===== src/rtl/apb_periph_demux_pkg.sv =====
// Shared types and helpers for the APB peripheral demux.
package apb_periph_pkg;

    typedef enum logic [1:0] {
        IDLE,
        DSETUP,
        DACCESS,
        RESP
    } state_e;

    function automatic int unsigned idx_width(int unsigned n);
        return (n <= 1) ? 1 : $clog2(n);
    endfunction

endpackage


===== src/rtl/apb_periph_demux_if.sv =====
// Upstream APB3 bus between the bridge and the demux.
interface apb_periph_demux_if #(
    parameter int unsigned AW = 32,
    parameter int unsigned DW = 32
) ();

    logic [AW-1:0] paddr;
    logic [DW-1:0] pwdata;
    logic          pwrite;
    logic          psel;
    logic          penable;
    logic [DW-1:0] prdata;
    logic          pready;
    logic          pslverr;

    modport master (
        output paddr, pwdata, pwrite, psel, penable,
        input  prdata, pready, pslverr
    );

    modport slave (
        input  paddr, pwdata, pwrite, psel, penable,
        output prdata, pready, pslverr
    );

endinterface


===== src/rtl/apb_periph_demux_addr_decode.sv =====
// Region decoder: inclusive start/end compare, lowest port wins.
module apb_addr_decode
    import apb_periph_pkg::*;
#(
    parameter int unsigned NB_MASTER = 11,
    parameter int unsigned AW        = 32,
    localparam int unsigned IW       = idx_width(NB_MASTER)
) (
    input  logic [AW-1:0]                paddr,
    input  logic [NB_MASTER-1:0][AW-1:0] start_addr,
    input  logic [NB_MASTER-1:0][AW-1:0] end_addr,
    output logic                         hit,
    output logic [IW-1:0]                idx
);

    always_comb begin
        hit = 1'b0;
        idx = '0;
        // Walk downwards so the lowest matching index is written last.
        for (int i = int'(NB_MASTER) - 1; i >= 0; i--) begin
            if (paddr >= start_addr[i] && paddr <= end_addr[i]) begin
                hit = 1'b1;
                idx = IW'(i);
            end
        end
    end

endmodule


===== src/rtl/apb_periph_demux.sv =====
// APB3 demux: decode, re-timed downstream transfer, miss/timeout errors.
module apb_periph_demux
    import apb_periph_pkg::*;
#(
    parameter int unsigned NB_MASTER      = 11,
    parameter int unsigned APB_ADDR_WIDTH = 32,
    parameter int unsigned APB_DATA_WIDTH = 32,
    parameter int unsigned TIMEOUT_CYCLES = 256,
    parameter logic [31:0] ERR_RDATA      = 32'hDEADBEEF
) (
    input  logic                                     clk_i,
    input  logic                                     rst_ni,
    apb_periph_demux_if.slave                        s,
    output logic [APB_ADDR_WIDTH-1:0]                m_paddr_o,
    output logic [APB_DATA_WIDTH-1:0]                m_pwdata_o,
    output logic                                     m_pwrite_o,
    output logic [NB_MASTER-1:0]                     m_psel_o,
    output logic                                     m_penable_o,
    input  logic [NB_MASTER-1:0][APB_DATA_WIDTH-1:0] m_prdata_i,
    input  logic [NB_MASTER-1:0]                     m_pready_i,
    input  logic [NB_MASTER-1:0]                     m_pslverr_i,
    input  logic [NB_MASTER-1:0][APB_ADDR_WIDTH-1:0] start_addr_i,
    input  logic [NB_MASTER-1:0][APB_ADDR_WIDTH-1:0] end_addr_i,
    output logic                                     err_valid_o,
    output logic [APB_ADDR_WIDTH-1:0]                err_addr_o,
    output logic                                     err_timeout_o,
    input  logic                                     err_clr_i
);

    localparam int unsigned IW = idx_width(NB_MASTER);
    localparam int unsigned TW =
        (TIMEOUT_CYCLES == 0) ? 1 : $clog2(TIMEOUT_CYCLES + 1);
    localparam logic [APB_DATA_WIDTH-1:0] ERR_D = APB_DATA_WIDTH'(ERR_RDATA);

    state_e                    state;
    logic [IW-1:0]             idx_q;
    logic [TW-1:0]             tcnt;
    logic                      pready_q;
    logic                      pslverr_q;
    logic [APB_DATA_WIDTH-1:0] prdata_q;
    logic                      dec_hit;
    logic [IW-1:0]             dec_idx;
    logic                      sel_ready;
    logic                      sel_err;
    logic [APB_DATA_WIDTH-1:0] sel_rdata;
    logic                      tmo;

    apb_addr_decode #(
        .NB_MASTER (NB_MASTER),
        .AW        (APB_ADDR_WIDTH)
    ) u_dec (
        .paddr      (s.paddr),
        .start_addr (start_addr_i),
        .end_addr   (end_addr_i),
        .hit        (dec_hit),
        .idx        (dec_idx)
    );

    assign sel_ready = m_pready_i[idx_q];
    assign sel_err   = m_pslverr_i[idx_q];
    assign sel_rdata = m_prdata_i[idx_q];
    assign tmo = (TIMEOUT_CYCLES != 0) &&
                 (tcnt == TW'(TIMEOUT_CYCLES - 1));

    assign s.prdata  = prdata_q;
    assign s.pready  = pready_q;
    assign s.pslverr = pslverr_q;

    always_ff @(posedge clk_i or negedge rst_ni) begin
        if (!rst_ni) begin
            state         <= IDLE;
            idx_q         <= '0;
            tcnt          <= '0;
            pready_q      <= 1'b0;
            pslverr_q     <= 1'b0;
            prdata_q      <= '0;
            m_paddr_o     <= '0;
            m_pwdata_o    <= '0;
            m_pwrite_o    <= 1'b0;
            m_psel_o      <= '0;
            m_penable_o   <= 1'b0;
            err_valid_o   <= 1'b0;
            err_addr_o    <= '0;
            err_timeout_o <= 1'b0;
        end else begin
            pready_q  <= 1'b0;
            pslverr_q <= 1'b0;
            prdata_q  <= '0;
            if (err_clr_i) err_valid_o <= 1'b0;
            unique case (state)
                IDLE: begin
                    if (s.psel && !s.penable) begin
                        m_paddr_o  <= s.paddr;
                        m_pwdata_o <= s.pwdata;
                        m_pwrite_o <= s.pwrite;
                        idx_q      <= dec_idx;
                        tcnt       <= '0;
                        if (dec_hit) begin
                            m_psel_o <= NB_MASTER'(1) << dec_idx;
                            state    <= DSETUP;
                        end else begin
                            pready_q      <= 1'b1;
                            pslverr_q     <= 1'b1;
                            prdata_q      <= ERR_D;
                            err_valid_o   <= 1'b1;
                            err_addr_o    <= s.paddr;
                            err_timeout_o <= 1'b0;
                            state         <= RESP;
                        end
                    end
                end
                DSETUP: begin
                    m_penable_o <= 1'b1;
                    tcnt        <= '0;
                    state       <= DACCESS;
                end
                DACCESS: begin
                    if (sel_ready || tmo) begin
                        m_psel_o    <= '0;
                        m_penable_o <= 1'b0;
                        state       <= IDLE;
                        // A master that dropped psel gets no response.
                        if (s.psel) begin
                            state    <= RESP;
                            pready_q <= 1'b1;
                            if (sel_ready) begin
                                pslverr_q <= sel_err;
                                prdata_q  <= sel_err    ? ERR_D :
                                             m_pwrite_o ? '0    : sel_rdata;
                            end else begin
                                pslverr_q     <= 1'b1;
                                prdata_q      <= ERR_D;
                                err_valid_o   <= 1'b1;
                                err_addr_o    <= m_paddr_o;
                                err_timeout_o <= 1'b1;
                            end
                        end
                    end else begin
                        tcnt <= tcnt + 1'b1;
                    end
                end
                RESP: state <= IDLE;
                default: state <= IDLE;
            endcase
        end
    end

endmodule


===== src/flat_wrapper.sv =====
// flat-port wrapper written by rule: the top's interface ports become plain ports
module apb_periph_demux_flat import apb_periph_pkg::*;
#(
    parameter int unsigned NB_MASTER      = 11,
    parameter int unsigned APB_ADDR_WIDTH = 32,
    parameter int unsigned APB_DATA_WIDTH = 32,
    parameter int unsigned TIMEOUT_CYCLES = 256,
    parameter logic [31:0] ERR_RDATA      = 32'hDEADBEEF
)
  (clk_i, rst_ni, m_paddr_o, m_pwdata_o, m_pwrite_o, m_psel_o, m_penable_o, m_prdata_i, m_pready_i, m_pslverr_i, start_addr_i, end_addr_i, err_valid_o, err_addr_o, err_timeout_o, err_clr_i, s_paddr, s_pwdata, s_pwrite, s_psel, s_penable, s_prdata, s_pready, s_pslverr);
  apb_periph_demux_if #(.AW(32), .DW(32)) s_i ();
  input  logic clk_i;
  input  logic rst_ni;
  output logic [APB_ADDR_WIDTH-1:0] m_paddr_o;
  output logic [APB_DATA_WIDTH-1:0] m_pwdata_o;
  output logic m_pwrite_o;
  output logic [NB_MASTER-1:0] m_psel_o;
  output logic m_penable_o;
  input  logic [NB_MASTER-1:0][APB_DATA_WIDTH-1:0] m_prdata_i;
  input  logic [NB_MASTER-1:0] m_pready_i;
  input  logic [NB_MASTER-1:0] m_pslverr_i;
  input  logic [NB_MASTER-1:0][APB_ADDR_WIDTH-1:0] start_addr_i;
  input  logic [NB_MASTER-1:0][APB_ADDR_WIDTH-1:0] end_addr_i;
  output logic err_valid_o;
  output logic [APB_ADDR_WIDTH-1:0] err_addr_o;
  output logic err_timeout_o;
  input  logic err_clr_i;
  input wire logic [$bits(s_i.paddr)-1:0] s_paddr;
  input wire logic [$bits(s_i.pwdata)-1:0] s_pwdata;
  input wire logic [$bits(s_i.pwrite)-1:0] s_pwrite;
  input wire logic [$bits(s_i.psel)-1:0] s_psel;
  input wire logic [$bits(s_i.penable)-1:0] s_penable;
  output wire logic [$bits(s_i.prdata)-1:0] s_prdata;
  output wire logic [$bits(s_i.pready)-1:0] s_pready;
  output wire logic [$bits(s_i.pslverr)-1:0] s_pslverr;
  assign s_i.paddr = s_paddr;
  assign s_i.pwdata = s_pwdata;
  assign s_i.pwrite = s_pwrite;
  assign s_i.psel = s_psel;
  assign s_i.penable = s_penable;
  assign s_prdata = s_i.prdata;
  assign s_pready = s_i.pready;
  assign s_pslverr = s_i.pslverr;
  apb_periph_demux #(.NB_MASTER(NB_MASTER), .APB_ADDR_WIDTH(APB_ADDR_WIDTH), .APB_DATA_WIDTH(APB_DATA_WIDTH), .TIMEOUT_CYCLES(TIMEOUT_CYCLES), .ERR_RDATA(ERR_RDATA)) u_core (.clk_i(clk_i), .rst_ni(rst_ni), .s(s_i), .m_paddr_o(m_paddr_o), .m_pwdata_o(m_pwdata_o), .m_pwrite_o(m_pwrite_o), .m_psel_o(m_psel_o), .m_penable_o(m_penable_o), .m_prdata_i(m_prdata_i), .m_pready_i(m_pready_i), .m_pslverr_i(m_pslverr_i), .start_addr_i(start_addr_i), .end_addr_i(end_addr_i), .err_valid_o(err_valid_o), .err_addr_o(err_addr_o), .err_timeout_o(err_timeout_o), .err_clr_i(err_clr_i));
endmodule

===== config.mk =====
export PLATFORM = sky130hd
export DESIGN_NAME = apb_periph_demux_flat
export DESIGN_NICKNAME = d
export VERILOG_FILES = /design/src/rtl/apb_periph_demux_pkg.sv /design/src/rtl/apb_periph_demux_if.sv /design/src/rtl/apb_periph_demux_addr_decode.sv /design/src/rtl/apb_periph_demux.sv /design/src/flat_wrapper.sv
export SDC_FILE = /design/constraint.sdc
export NUM_CORES = 1
export LEC_CHECK = 0
export BUFFER_PORTS_ARGS = -buffer_cell sky130_fd_sc_hd__buf_4
export CAP_MARGIN = 20
export CORE_AREA = 2 2 506 508
export CTS_BUF_LIST = sky130_fd_sc_hd__clkbuf_8
export DETAILED_ROUTE_END_ITERATION = 8
export DIE_AREA = 0 0 508 510
export GPL_TIMING_DRIVEN = 0
export PLACE_DENSITY_LB_ADDON = 0.2
export SYNTH_ARGS = -nofsm -noshare
export SYNTH_HDL_FRONTEND = slang
export SYNTH_SLANG_ARGS = --single-unit

===== constraint.sdc =====
create_clock -name clk_i -period 8.8 [get_ports clk_i]
set_input_delay 0.88 -clock clk_i [delete_from_list [all_inputs] [get_ports clk_i]]
set_output_delay 0.88 -clock clk_i [all_outputs]
set_load 0.005 [all_outputs]

---- Word level (Yosys, flattened, before mapping) ----
Index checks and enable logic that the tools add are counted.
word-level totals
  input port bits ......................... 1148
  flip-flop bits (word level) ............. 160
  logic and storage cells ................. 152
  output and inout bits ................... 145
operators by class
  $add $sub $neg .......................... 1
  shift-type cells ........................ 1
  equal/unequal tests ..................... 11
  magnitude comparators ................... 23
  reductions and logical operators ........ 24
  muxes and demuxes ....................... 78
operators by type and width
  kind                                                                  number
  32-bit 2-to-1 mux                                                     13
  32-bit greater-or-equal comparator                                    11
  32-bit <= comparator                                                  11
  32-bit binary-select mux with 4-bit select                            1
  32-bit case mux with 2 select lines                                   2
  4-bit 2-to-1 mux                                                      11
  11-bit 2-to-1 mux                                                     3
  1-bit 2-to-1 mux                                                      32
  9-bit case mux with 3 select lines                                    1
  11-bit case mux with 2 select lines                                   1
  9-bit 2-to-1 mux                                                      2
  1-bit logical AND                                                     12
  1-bit by 4-bit left shift with 11-bit output, first input constant    1
  1-bit case mux with 2 select lines                                    5
  9-bit by 1-bit adder with 9-bit output, second input constant         1
  9-bit by 8-bit == test with 1-bit output, second input constant       1
  1-bit binary-select mux with 4-bit select                             2
  2-bit 2-to-1 mux                                                      4
  2-bit != test, second input constant                                  4
  2-bit case mux with 4 select lines                                    1
  2-bit by 1-bit != test with 1-bit output, second input constant       3
  2-bit AND reduction                                                   3
  6-bit AND reduction                                                   1
  4-bit by 5-bit < comparator with 1-bit output, second input constant  1
  9 further kinds                                                       11

---- Longest topological paths before layout ----
Gate-level depths: netlist of the first run.
  word-level depth ........................ 17
  depth in mapped cells ................... 14
  gate-level depth less buffers ........... 12

---- Cells and area by module ----
From an unflattened synthesis of the first run, not the netlist that was laid out.
second synthesis, totals
  cells, all modules ...................... 3332
  area, all modules ....................... 27045.9 sq um
by module, submodules not included
  module            instances  sequential area each (sq um)  area an instance (sq um)  cells each
  apb_addr_decode   1          0.0                           17762.0                   2491
  apb_periph_demux  1          4003.8                        9283.9                    841

---- Least setup slack after synthesis of the first run ----
Ideal clock, no wire load.
  path kind ............................... in2reg
  start ................................... input s_paddr[0]
  end ..................................... register u_core.err_addr_o[10]
  arrival time ............................ 4.107 ns
  path slack .............................. 4.568 ns
  buffers on the path ..................... 2
  setup time .............................. 0.125 ns
  cell stages on the path ................. 14
  required time ........................... 8.675 ns
  path through ............................ inv_1 > ha_1 > nand2b_1 > a2111oi_0 > o32ai_1 > o41a_1 > o21ai_0 > o21bai_1 > nand2b_4 > or3_4 > a21bo_1 > buf_6 > buf_6 > mux2_4
on the way
  cells in the longest elaborated chain, start to end .. 15
  elaborated cells between the ends (all ways) .. 46
  those cells by class .................... order compare: 22; eq/ne: 1; mux: 11; reduce/logical: 12
RTL lines
  item                                                                               RTL line                            source
  from (decl)                                                                        flat_wrapper.sv:28                  input wire logic [$bits(s_i.paddr)-1:0] s_paddr;
  32-bit greater-or-equal comparator / 32-bit <= comparator (equally long branches)  apb_periph_demux_addr_decode.sv:21  if (paddr >= start_addr[i] && paddr <= end_addr[i]) begin
  1-bit logical AND                                                                  apb_periph_demux_addr_decode.sv:21
  1-bit 2-to-1 mux (10 in series)                                                    apb_periph_demux_addr_decode.sv:21
  1-bit 2-to-1 mux (*)                                                               apb_periph_demux_addr_decode.sv:21
  2-bit != test (no line) (*)                                                        -
  6-bit AND reduction (no line) (*)                                                  -
  to (signal assigned)                                                               apb_periph_demux.sv:106             err_addr_o <= s.paddr;
  to (signal assigned)                                                               apb_periph_demux.sv:134             err_addr_o <= m_paddr_o;
  to (decl)                                                                          apb_periph_demux.sv:25              output logic [APB_ADDR_WIDTH-1:0] err_addr_o,
Mark *: on every way between the ends. The rest lies on a longest branch, timed or not.
A chain may end at the register's enable or synchronous reset.

---- Final worst setup path of the first run ----
  start ................................... input s_paddr[18]
  end ..................................... register u_core.err_addr_o[15]
Same word-level chain as after synthesis.

==> impl_metrics.toml, run 1 <==
[drt]
detailroute.wirelength.met2_microns = 105000
drt_first_iter_violations = 1681
detailroute.wirelength.met3_microns = 11800
detail_route.wl_per_cell_microns = 25.5
routed_wirelength_microns = 208000
remaining_drc_errors = 0
antenna_violating_nets_post_route = 0
vias = 31189
topRoutingLayerUsed = "met5"
viasPerCell = 3.82
drtPass1Iterations = 5
detail_route.wirelength.met1_microns = 85800

[power_and_ir_drop]
comb_power_share_pct = 68.9
pwr_density_cell_mw_per_mm2 = 140
vdd_drop_max_mv = 0.101
power.leakage_uw = 0.0225
netSwitchingFraction_pct = 49.4
clock_power_share_pct = 10.2
p_int_uw = 2970
switchingPower_uw = 2900
part_of_the_power_in_registers_pct = 20.9

[synthesis]
postSynthNetCount = 5284
synth-seq-cells = 160
post_synth_fa_ha_maj_area_fraction_pct = 32.5
synth.cells.most_frequent = "sky130_fd_sc_hd__ha_1, sky130_fd_sc_hd__inv_1, sky130_fd_sc_hd__nand2_1"
synthXorXnorAreaFrac_pct = 0
synth_async_sr_flop_share_pct = 100
syn-mean-instance-area_sq_um = 7.91
synthMuxAreaShare_pct = 8.66
synth.yosys.warnings = 0
synthDominantCellAreaShare_pct = 32.5
synth_top_family_by_area = "adder cells"
netlist_area_sq_mm = 0.0271
yosys.cell_count.top_type = "sky130_fd_sc_hd__ha_1"
post_synthesis_sequential_area_ratio_pct = 14.8
synth_simple_gate_area_share_pct = 15.3
synth-edff-count = 0
netlist.top_cell.by_area = "sky130_fd_sc_hd__ha_1"
ys_dominant_reg_cell = "sky130_fd_sc_hd__dfrtp_1"
synth_compound_area_share_pct = 17.8
yosys.cell_types.count = 69
ys_top_cells_by_area = "sky130_fd_sc_hd__ha_1, sky130_fd_sc_hd__dfrtp_1, sky130_fd_sc_hd__inv_1"
syn_inst = 3430

[layout]
finish.utilization_pct = 16.5
final_net_count = 6617
area_growth_pct = 54.0
finish.instance_area_sq_mm = 0.0418
final_layout_size_suffix_gt1_share_pct = 30.9

[global_route]
antenna_found_initial = 66
grt_max_degree = 101
grt_first_pass_wirelength_microns = 271000
grt_remaining_overflow = 0
grt.total_usage_pct = 15.3
via_count_of_the_first_global_routing_pass = 32158

[clocking]
cts_tree = "yes"
postCtsSetupRepairBufs = 0
cts_max_path_buffers = 2
tritoncts.num_buffers = 17
clkTransAtPathRegs_ns = 0.13
cts.root.buffer_cell = "sky130_fd_sc_hd__clkbuf_8"
clk_latency_ns = 0.58
cts_repair_resize_count = 0
cts.sink_count = 160
holdBufCountCts = 0
clock_tree.htree_level_count = 4

[die]
chipWidth_microns = 508
num_rows = 185
floorplan.core_area_sq_mm = 0.253
die_area_sq_mm = 0.259
initial_utilization_pct = 10.7
io_pins = 1293
floorplan.die.height_microns = 510

[timing]
skew_ns = 0.0398
grt_setup_unrepaired = "false"
finalHoldViolations = 0
period_share_pct = 64.7
period_minus_slack_ns = 5.69
max_slew.worst_pin.slew_ns = 1.10
report.final.setup_viol = 0
holdWs_ns = 0.243
fmax_mhz = 176
finalMaxSlewViolations = 0
layout_setup_ws_ns = 3.11
max-slew-margin-rel_pct = 26.7

[setup_path]
timing.critical_path.from_type = "input port"
ff2ff_path_depth = 10
worstSetupEndpointType = "flip-flop"
r2r_start = "u_core.idx_q[0]$_DFFE_PN0P_"
critical_path.max_fanout = 24
timing.critical_path.arrival_ns = 6.15
worstSetupStartpoint = "s_paddr[18]"
r2r_end = "u_core.s.prdata[27]$_DFF_PN0_"
crit_end = "u_core.err_addr_o[15]$_DFFE_PN0P_"
rrSetupSlack_ns = 4.19
crit_type = "input port to flip-flop"
worst_ep_required_time_ns = 9.25

[placement]
portBuffers = 1292
routabilityCongestion = 0.875
post_placement_cell_area_sq_mm = 0.0413
placed_wire_length_estimate_microns = 176000
post-place-ws_ns = 2.27

[hold_path]
hold_class = "input port to asynchronous set/reset pin"

[status]
run_status = "finished, final reports clean"

[flow_run]
cap_viol_max_count = 0
## placed cells by master (no fill, tap or decap), types with 54 or more instances in the layout
master / count
sky130_fd_sc_hd__clkbuf_1: 54
sky130_fd_sc_hd__nor2_1: 76
sky130_fd_sc_hd__dfrtp_1: 160
sky130_fd_sc_hd__inv_1: 703
sky130_fd_sc_hd__nand2_1: 468
sky130_fd_sc_hd__buf_4: 1296
sky130_fd_sc_hd__nand4_1: 127
sky130_fd_sc_hd__ha_1: 706
sky130_fd_sc_hd__o21ai_0: 181
sky130_fd_sc_hd__a21o_1: 126
sky130_fd_sc_hd__a21oi_1: 213
sky130_fd_sc_hd__mux4_2: 68
sky130_fd_sc_hd__nand3_1: 69
## per-stage QoR
step / setup TNS [ns] / power (uW) / instances
after floorplan: 0 / 3040 / 3430
after global placement: -57.29 / 5250 / 8088
after detailed placement: 0 / 5320 / 8108
after CTS: 0 / 5950 / 8140
after global routing: 0 / 6300 / 8154
final: 0 / 5870 / 8162
## area by class of cell
| type | instances | area [sq um] |
|---|---|---|
| fill | 29042 | 212000 |
| multi-input combinational | 2489 | 20200 |
| timing repair buffer | 1314 | 9970 |
| tap | 3366 | 4210 |
| sequential | 160 | 4000 |
| inverter | 704 | 2650 |
| buffer | 77 | 324 |
| clock buffer | 17 | 234 |
| clock inverter | 15 | 165 |
| antenna | 20 | 50.0 |
## logic make-up after synthesis
logic type                 Yosys count
and+or+nand+nor                    889
buffers and inverters              781
AOI/OAI and AO/OA                  759
adders and majority gates          706
DFF                                160
muxes                              135
## worst min-delay path by stage
| stage | slack, ns | end |
|---|---|---|
| finish | 0.24 | u_core.s.prdata[7]$_DFF_PN0_ |
| global route | 0.22 | u_core.s.prdata[7]$_DFF_PN0_ |
| CTS | 0.20 | u_core.s.prdata[7]$_DFF_PN0_ |
| detailed placement | 0.47 | u_core.m_pwdata_o[1]$_DFFE_PN0P_ |
| global placement | 0.46 | u_core.m_pwdata_o[1]$_DFFE_PN0P_ |
| floorplan | 0.45 | u_core.tcnt[7]$_DFFE_PN0P_ |
## worst max-delay path, stage by stage
cell                        delay, ns
sky130_fd_sc_hd__buf_4           0.61
sky130_fd_sc_hd__ha_1            0.37
sky130_fd_sc_hd__a21o_1          0.18
sky130_fd_sc_hd__a221o_1         0.34
sky130_fd_sc_hd__a221o_1         0.37
sky130_fd_sc_hd__a2111oi_2       0.91
sky130_fd_sc_hd__a211oi_1        0.45
sky130_fd_sc_hd__o21bai_1        0.40
sky130_fd_sc_hd__nand2b_4        0.22
sky130_fd_sc_hd__or3_4           0.46
sky130_fd_sc_hd__a21bo_1         0.23
sky130_fd_sc_hd__buf_6           0.15
sky130_fd_sc_hd__buf_6           0.18
sky130_fd_sc_hd__mux2_4          0.32
## state kept, by name (all words and copies together), names as in the netlist, 2 cells and up
signal,count
u_core.m_psel_o,11
u_core.idx_q,4
u_core.m_paddr_o,32
u_core.tcnt,9
u_core.state,2
u_core.err_addr_o,32
u_core.s.prdata,32
u_core.m_pwdata_o,32
## metal layers
layer  GRT usage (%)  vias to the layer above
li1                -                    14768
met1            18.0                    15090
met2            27.8                     1117
met3            3.26                      184
met4            4.25                       30
met5               0                        -
## power by group through the flow
| stage | Combinational (uW) | Clock [uW] | Sequential (uW) |
|---|---|---|---|
| floorplan | 1830 | 0 | 1210 |
| global placement | 4020 | 0 | 1230 |
| detailed placement | 4080 | 0 | 1240 |
| CTS | 4100 | 628 | 1220 |
| global route | 4390 | 656 | 1260 |
| finish | 4040 | 600 | 1220 |
Note: power is estimated with default switching activity, not from simulation.
==> run 2, diff against run 1 <==
- CORE_AREA: 2 2 506 508 -> 2 2 503 505
- DIE_AREA: 0 0 508 510 -> 0 0 505 507
- clock period: 8.8 -> 5.1 ns (I/O delays scaled with it)
==> impl_metrics.toml, run 2 (synthesis results as in run 1) <==
[status]
run_status = "finished, final reports clean"

[clocking]
clkTransAtPathRegs_ns = 0.11
clk_latency_ns = 0.57
cts.sink_count = 160
cts.root.buffer_cell = "sky130_fd_sc_hd__clkbuf_8"
cts_max_path_buffers = 2
tritoncts.num_buffers = 17
cts_tree = "yes"
clock_tree.htree_level_count = 4

[drt]
antenna_violating_nets_post_route = 0
routed_wirelength_microns = 215000
drtPass1Iterations = 5
vias = 31237
viasPerCell = 3.83
drt_first_iter_violations = 1748
detail_route.wl_per_cell_microns = 26.3
remaining_drc_errors = 0

[setup_path]
critical_path.max_fanout = 24
crit_type = "input port to flip-flop"
r2r_end = "u_core.s.prdata[26]$_DFF_PN0_"
timing.critical_path.from_type = "input port"
r2r_start = "u_core.idx_q[0]$_DFFE_PN0P_"
timing.critical_path.arrival_ns = 5.45
ff2ff_path_depth = 10
crit_end = "u_core.m_psel_o[7]$_DFFE_PN0P_"
worstSetupStartpoint = "s_paddr[2]"
worst_ep_required_time_ns = 5.55
rrSetupSlack_ns = 0.47
worstSetupEndpointType = "flip-flop"

[timing]
finalHoldViolations = 0
max-slew-margin-rel_pct = 22.7
skew_ns = 0.0282
grt_setup_unrepaired = "false"
report.final.setup_viol = 0
finalMaxSlewViolations = 0
period_share_pct = 98.1
max_slew.worst_pin.slew_ns = 1.16
period_minus_slack_ns = 5.00
fmax_mhz = 200
layout_setup_ws_ns = 0.0990

[global_route]
grt_max_degree = 94
antenna_found_initial = 93
via_count_of_the_first_global_routing_pass = 32593
grt.total_usage_pct = 16.1
grt_first_pass_wirelength_microns = 283000
grt_remaining_overflow = 0

[die]
num_rows = 184
floorplan.die.height_microns = 507
initial_utilization_pct = 10.8
floorplan.core_area_sq_mm = 0.250
chipWidth_microns = 505
die_area_sq_mm = 0.256
io_pins = 1293

[placement]
placed_wire_length_estimate_microns = 179000
post-place-ws_ns = -0.971
routabilityCongestion = 0.888
portBuffers = 1292

[hold_path]
hold_class = "input port to flip-flop"

[power_and_ir_drop]
part_of_the_power_in_registers_pct = 20.9
vdd_drop_max_mv = 0.196
pwr_density_cell_mw_per_mm2 = 240
switchingPower_uw = 4900
comb_power_share_pct = 69.0
clock_power_share_pct = 10.1
power.leakage_uw = 0.0226
total_power_uw = 10100
netSwitchingFraction_pct = 48.7
p_int_uw = 5170

[layout]
area_growth_pct = 54.5
final_layout_size_suffix_gt1_share_pct = 31.0
mostFrequentLayoutCell = "sky130_fd_sc_hd__buf_4"
final_net_count = 6622
finish.utilization_pct = 16.7
mostFrequentLayoutCells = "sky130_fd_sc_hd__buf_4, sky130_fd_sc_hd__ha_1, sky130_fd_sc_hd__inv_1"

[flow_run]
cap_viol_max_count = 0
-- run 2: cell types whose count changed in the layout (fill, tap and decap cells not counted), moves of 4 or more --
| cell | previous run | this run |
|---|---|---|
| sky130_fd_sc_hd__diode_2 | 20 | 36 |
| sky130_fd_sc_hd__buf_6 | 9 | 17 |
| sky130_fd_sc_hd__buf_4 | 1296 | 1289 |
| sky130_fd_sc_hd__inv_8 | 6 | 1 |
| sky130_fd_sc_hd__clkinvlp_4 | 0 | 4 |
-- run 2: layer usage --
metal  up-vias  share of wire, %  track usage, %  wire length, microns
met5         -              0.11               0                   242
met4        40               3.3            5.95                  7060
met2      1183                50            28.9                109000
met1     14973                40            18.6                 86000
li1      14795                 -               -                     -
met3       246               6.1            3.54                 13100
-- run 2: worst min-delay path by stage --
stage               cells past startpoint                        startpoint                                 to
floorplan                               0                            rst_ni   u_core.err_addr_o[0]$_DFFE_PN0P_
global placement                        2  u_core.m_pwdata_o[1]$_DFFE_PN0P_   u_core.m_pwdata_o[1]$_DFFE_PN0P_
detailed placement                      2  u_core.m_pwdata_o[8]$_DFFE_PN0P_   u_core.m_pwdata_o[8]$_DFFE_PN0P_
CTS                                     3                       s_pwdata[0]   u_core.m_pwdata_o[0]$_DFFE_PN0P_
global route                            3                       s_pwdata[0]   u_core.m_pwdata_o[0]$_DFFE_PN0P_
finish                                  3                      s_pwdata[30]  u_core.m_pwdata_o[30]$_DFFE_PN0P_
-- run 2: final cells by class --
type | instances | area, sq um
diodes | 36 | 90.1
plain buffers | 77 | 325
clock buffers | 17 | 234
clock inverters | 15 | 153
fillers | 28820 | 209000
inverters | 704 | 2650
multi-input cells | 2489 | 20200
flip-flops and latches | 160 | 4000
well taps | 3348 | 4190
repair buffers | 1319 | 10100
-- run 2: critical path, cell delays in order --
cell and delay, ns:
sky130_fd_sc_hd__buf_4 0.60, sky130_fd_sc_hd__ha_1 0.37, sky130_fd_sc_hd__a211o_1 0.29, sky130_fd_sc_hd__a31oi_1 0.19, sky130_fd_sc_hd__o31ai_1 0.13, sky130_fd_sc_hd__a41oi_2 0.64
sky130_fd_sc_hd__nor4_1 0.14, sky130_fd_sc_hd__o32a_1 0.44, sky130_fd_sc_hd__buf_16 0.20, sky130_fd_sc_hd__or4b_2 0.69, sky130_fd_sc_hd__o41ai_1 0.64, sky130_fd_sc_hd__buf_2 0.41
sky130_fd_sc_hd__nand2_1 0.09, sky130_fd_sc_hd__o31ai_1 0.07
-- run 2: metrics by stage --
step | area (sq um) | cells | setup TNS [ns] | hold WS (ns)
floorplan | 27100 | 3430 | 0 | 0.214
global placement | 41000 | 8070 | -234.24 | 0.460
detailed placement | 41400 | 8093 | -50.71 | 0.464
CTS | 41800 | 8126 | 0 | 0.0927
global route | 41900 | 8153 | 0 | 0.117
finish | 41900 | 8165 | 0 | 0.146
-- run 2: power groups by stage --
stage / combinational [uW] / sequential (uW) / clock, uW
finish: 6950 / 2100 / 1020
global placement: 6930 / 2120 / 0
detailed placement: 7030 / 2130 / 0
global route: 7570 / 2170 / 1110
CTS: 7060 / 2110 / 1070
floorplan: 3160 / 2090 / 0
-- run 2: repair_timing --
| item | CTS | global route |
|---|---|---|
| endpoints found under the hold margin | 67 | 0 |
| pin swaps | 0 | 2 |
| hold buffers | 1 | 0 |
| setup buffers | 0 | 1 |
| setup endpoints to repair | 59 | 20 |
| resized for setup | 9 | 6 |
==> run 3, diff against run 2 <==
- MAX_ROUTING_LAYER: not set -> met4
==> impl_metrics.toml, run 3 (synthesis results as in run 1) <==
[drt]
remaining_drc_errors = 0
detail_route.wl_per_cell_microns = 26.4
drt_first_iter_violations = 1892
drtPass1Iterations = 5
antenna_violating_nets_post_route = 0
routed_wirelength_microns = 216000
vias = 31346
viasPerCell = 3.83

[clocking]
clkTransAtPathRegs_ns = 0.12
clock_tree.htree_level_count = 4
cts_max_path_buffers = 2
cts.root.buffer_cell = "sky130_fd_sc_hd__clkbuf_8"
cts.sink_count = 160
tritoncts.num_buffers = 17
postCtsSetupRepairBufs = 0
cts_tree = "yes"
clk_latency_ns = 0.55

[layout]
final_layout_size_suffix_gt1_share_pct = 31.0
mostFrequentLayoutCells = "sky130_fd_sc_hd__buf_4, sky130_fd_sc_hd__ha_1, sky130_fd_sc_hd__inv_1"
mostFrequentLayoutCell = "sky130_fd_sc_hd__buf_4"
nFillCells = 28884
area_growth_pct = 54.8
finish.instance_area_sq_mm = 0.0420
final_net_count = 6623
number_of_standard_cells_in_the_layout_taps_in_and_fillers_out = 8184

[hold_path]
hold_class = "input port to flip-flop"

[timing]
report.final.setup_viol = 0
skew_ns = 0.0341
max_slew.worst_pin.slew_ns = 1.11
period_share_pct = 95.6
fmax_mhz = 205
finalHoldViolations = 0
period_minus_slack_ns = 4.87
finalMaxSlewViolations = 0
max-slew-margin-rel_pct = 26.3

[power_and_ir_drop]
total_power_uw = 10100
power.leakage_uw = 0.0226
pwr_density_cell_mw_per_mm2 = 241
vdd_drop_max_mv = 0.192

[setup_path]
timing.critical_path.arrival_ns = 5.33
cp_cell_sequence = "buf_6 -> ha_1 -> a21o_1 -> a2111oi_0 -> nor3_1 -> a211oi_1 -> buf_4 -> a2111oi_0 -> buf_2 -> o311ai_0 -> clkdlybuf4s18_2 -> nand4b_1 -> or3_4 -> a21oi_1 -> buf_2 -> a21o_1"
critical_path.max_fanout = 24
crit_type = "input port to flip-flop"
cp_slowest_stage_delay_ns = 0.52
slowest_library_cell_on_the_worst_path = "sky130_fd_sc_hd__or3_4"
rrSetupSlack_ns = 0.34
timing.critical_path.from_type = "input port"
worst_ep_required_time_ns = 5.55
worstSetupEndpointType = "flip-flop"

[die]
initial_utilization_pct = 10.8
io_pins = 1293
floorplan.die.height_microns = 507
die_area_sq_mm = 0.256
chipWidth_microns = 505
num_rows = 184
floorplan.core_area_sq_mm = 0.250

[placement]
portBuffers = 1292
numPlacedInstances = 8096
post_placement_cell_area_sq_mm = 0.0414
placed_wire_length_estimate_microns = 180000
routabilityCongestion = 0.907

[global_route]
via_count_of_the_first_global_routing_pass = 32758
antenna_found_initial = 115
grt.total_usage_pct = 16.6
grt_remaining_overflow = 0
grt_first_pass_wirelength_microns = 282000
grt_max_degree = 99

[status]
run_status = "finished, final reports clean"

[flow_run]
cap_viol_max_count = 0
==> run 3: changes by cell type in the layout (fill, tap and decap cells not counted), sizes merged <==
cell      delta
diode       +18
clkinvlp     -2
inv          +2
buf          +2
clkbuf       -1
==> run 3: final cells by class <==
cell class	instances	area [sq um]	share of cell area, %
Antenna cell	54	135	0.322
Sequential cell	160	4000	9.53
Buffer	77	325	0.774
Timing Repair Buffer	1320	10100	24.0
Multi-Input combinational cell	2489	20200	48.2
Clock buffer	17	234	0.557
Clock inverter	15	163	0.387
Tap cell	3348	4190	9.97
Inverter	704	2650	6.30
==> run 3: per-layer routing <==
layer / part of all wire, % / wire [microns] / vias up / global-route usage (%)
met5: 0 / 0 / - / -
met4: 3.4 / 7330 / 0 / 5.16
met3: 6.8 / 14600 / 203 / 3.71
met2: 50 / 108000 / 1330 / 29.2
met1: 40 / 85600 / 14985 / 18.7
li1: - / - / 14828 / -
==> run 3: metrics by stage <==
stage               worst slack (ns)  hold slack (ns)  util [%]   TNS, ns
finish                         0.227            0.158      16.8         0
global route                -0.00548            0.119      16.8  -0.00749
CTS                          0.00863           0.0935      16.7         0
detailed placement            -0.812            0.463      16.5    -48.36
global placement               -3.27            0.460      16.4   -233.06
floorplan                       1.24            0.214         -         0
==> run 3: final timing paths <==
kind,end,startpoint,cells after the start
max reg2reg,u_core.s.prdata[21]$_DFF_PN0_,u_core.idx_q[0]$_DFFE_PN0P_,10
max,u_core.s.prdata[27]$_DFF_PN0_,s_paddr[6],16
max in group asynchronous,u_core.m_pwdata_o[2]$_DFFE_PN0P_,rst_ni,3
min,u_core.m_pwdata_o[8]$_DFFE_PN0P_,s_pwdata[8],3
min reg2reg,u_core.m_pwdata_o[4]$_DFFE_PN0P_,u_core.m_pwdata_o[4]$_DFFE_PN0P_,2
min in group asynchronous,u_core.s.prdata[11]$_DFF_PN0_,rst_ni,2
==> run 3: worst max-delay path: cells and delay by family <==
kind / cells / cell delay (ns)
and+or+nand+nor: 3 / 0.86
AOI/OAI and AO/OA: 7 / 2.01
adders and majority gates: 1 / 0.37
buffers and inverters: 5 / 1.50
==> run 3: repair_timing <==
action,in CTS,in global routing
endpoints found under the setup margin,60,60
hold endpoints to repair,62,0
pin swaps,0,1
hold buffers,1,0
cloned,0,0
resized for setup,10,4
==> run 3: power by group <==
| part | internal [uW] | switching [uW] |
|---|---|---|
| combinational | 3010 | 3960 |
| sequential | 1760 | 340 |
| clock | 407 | 631 |
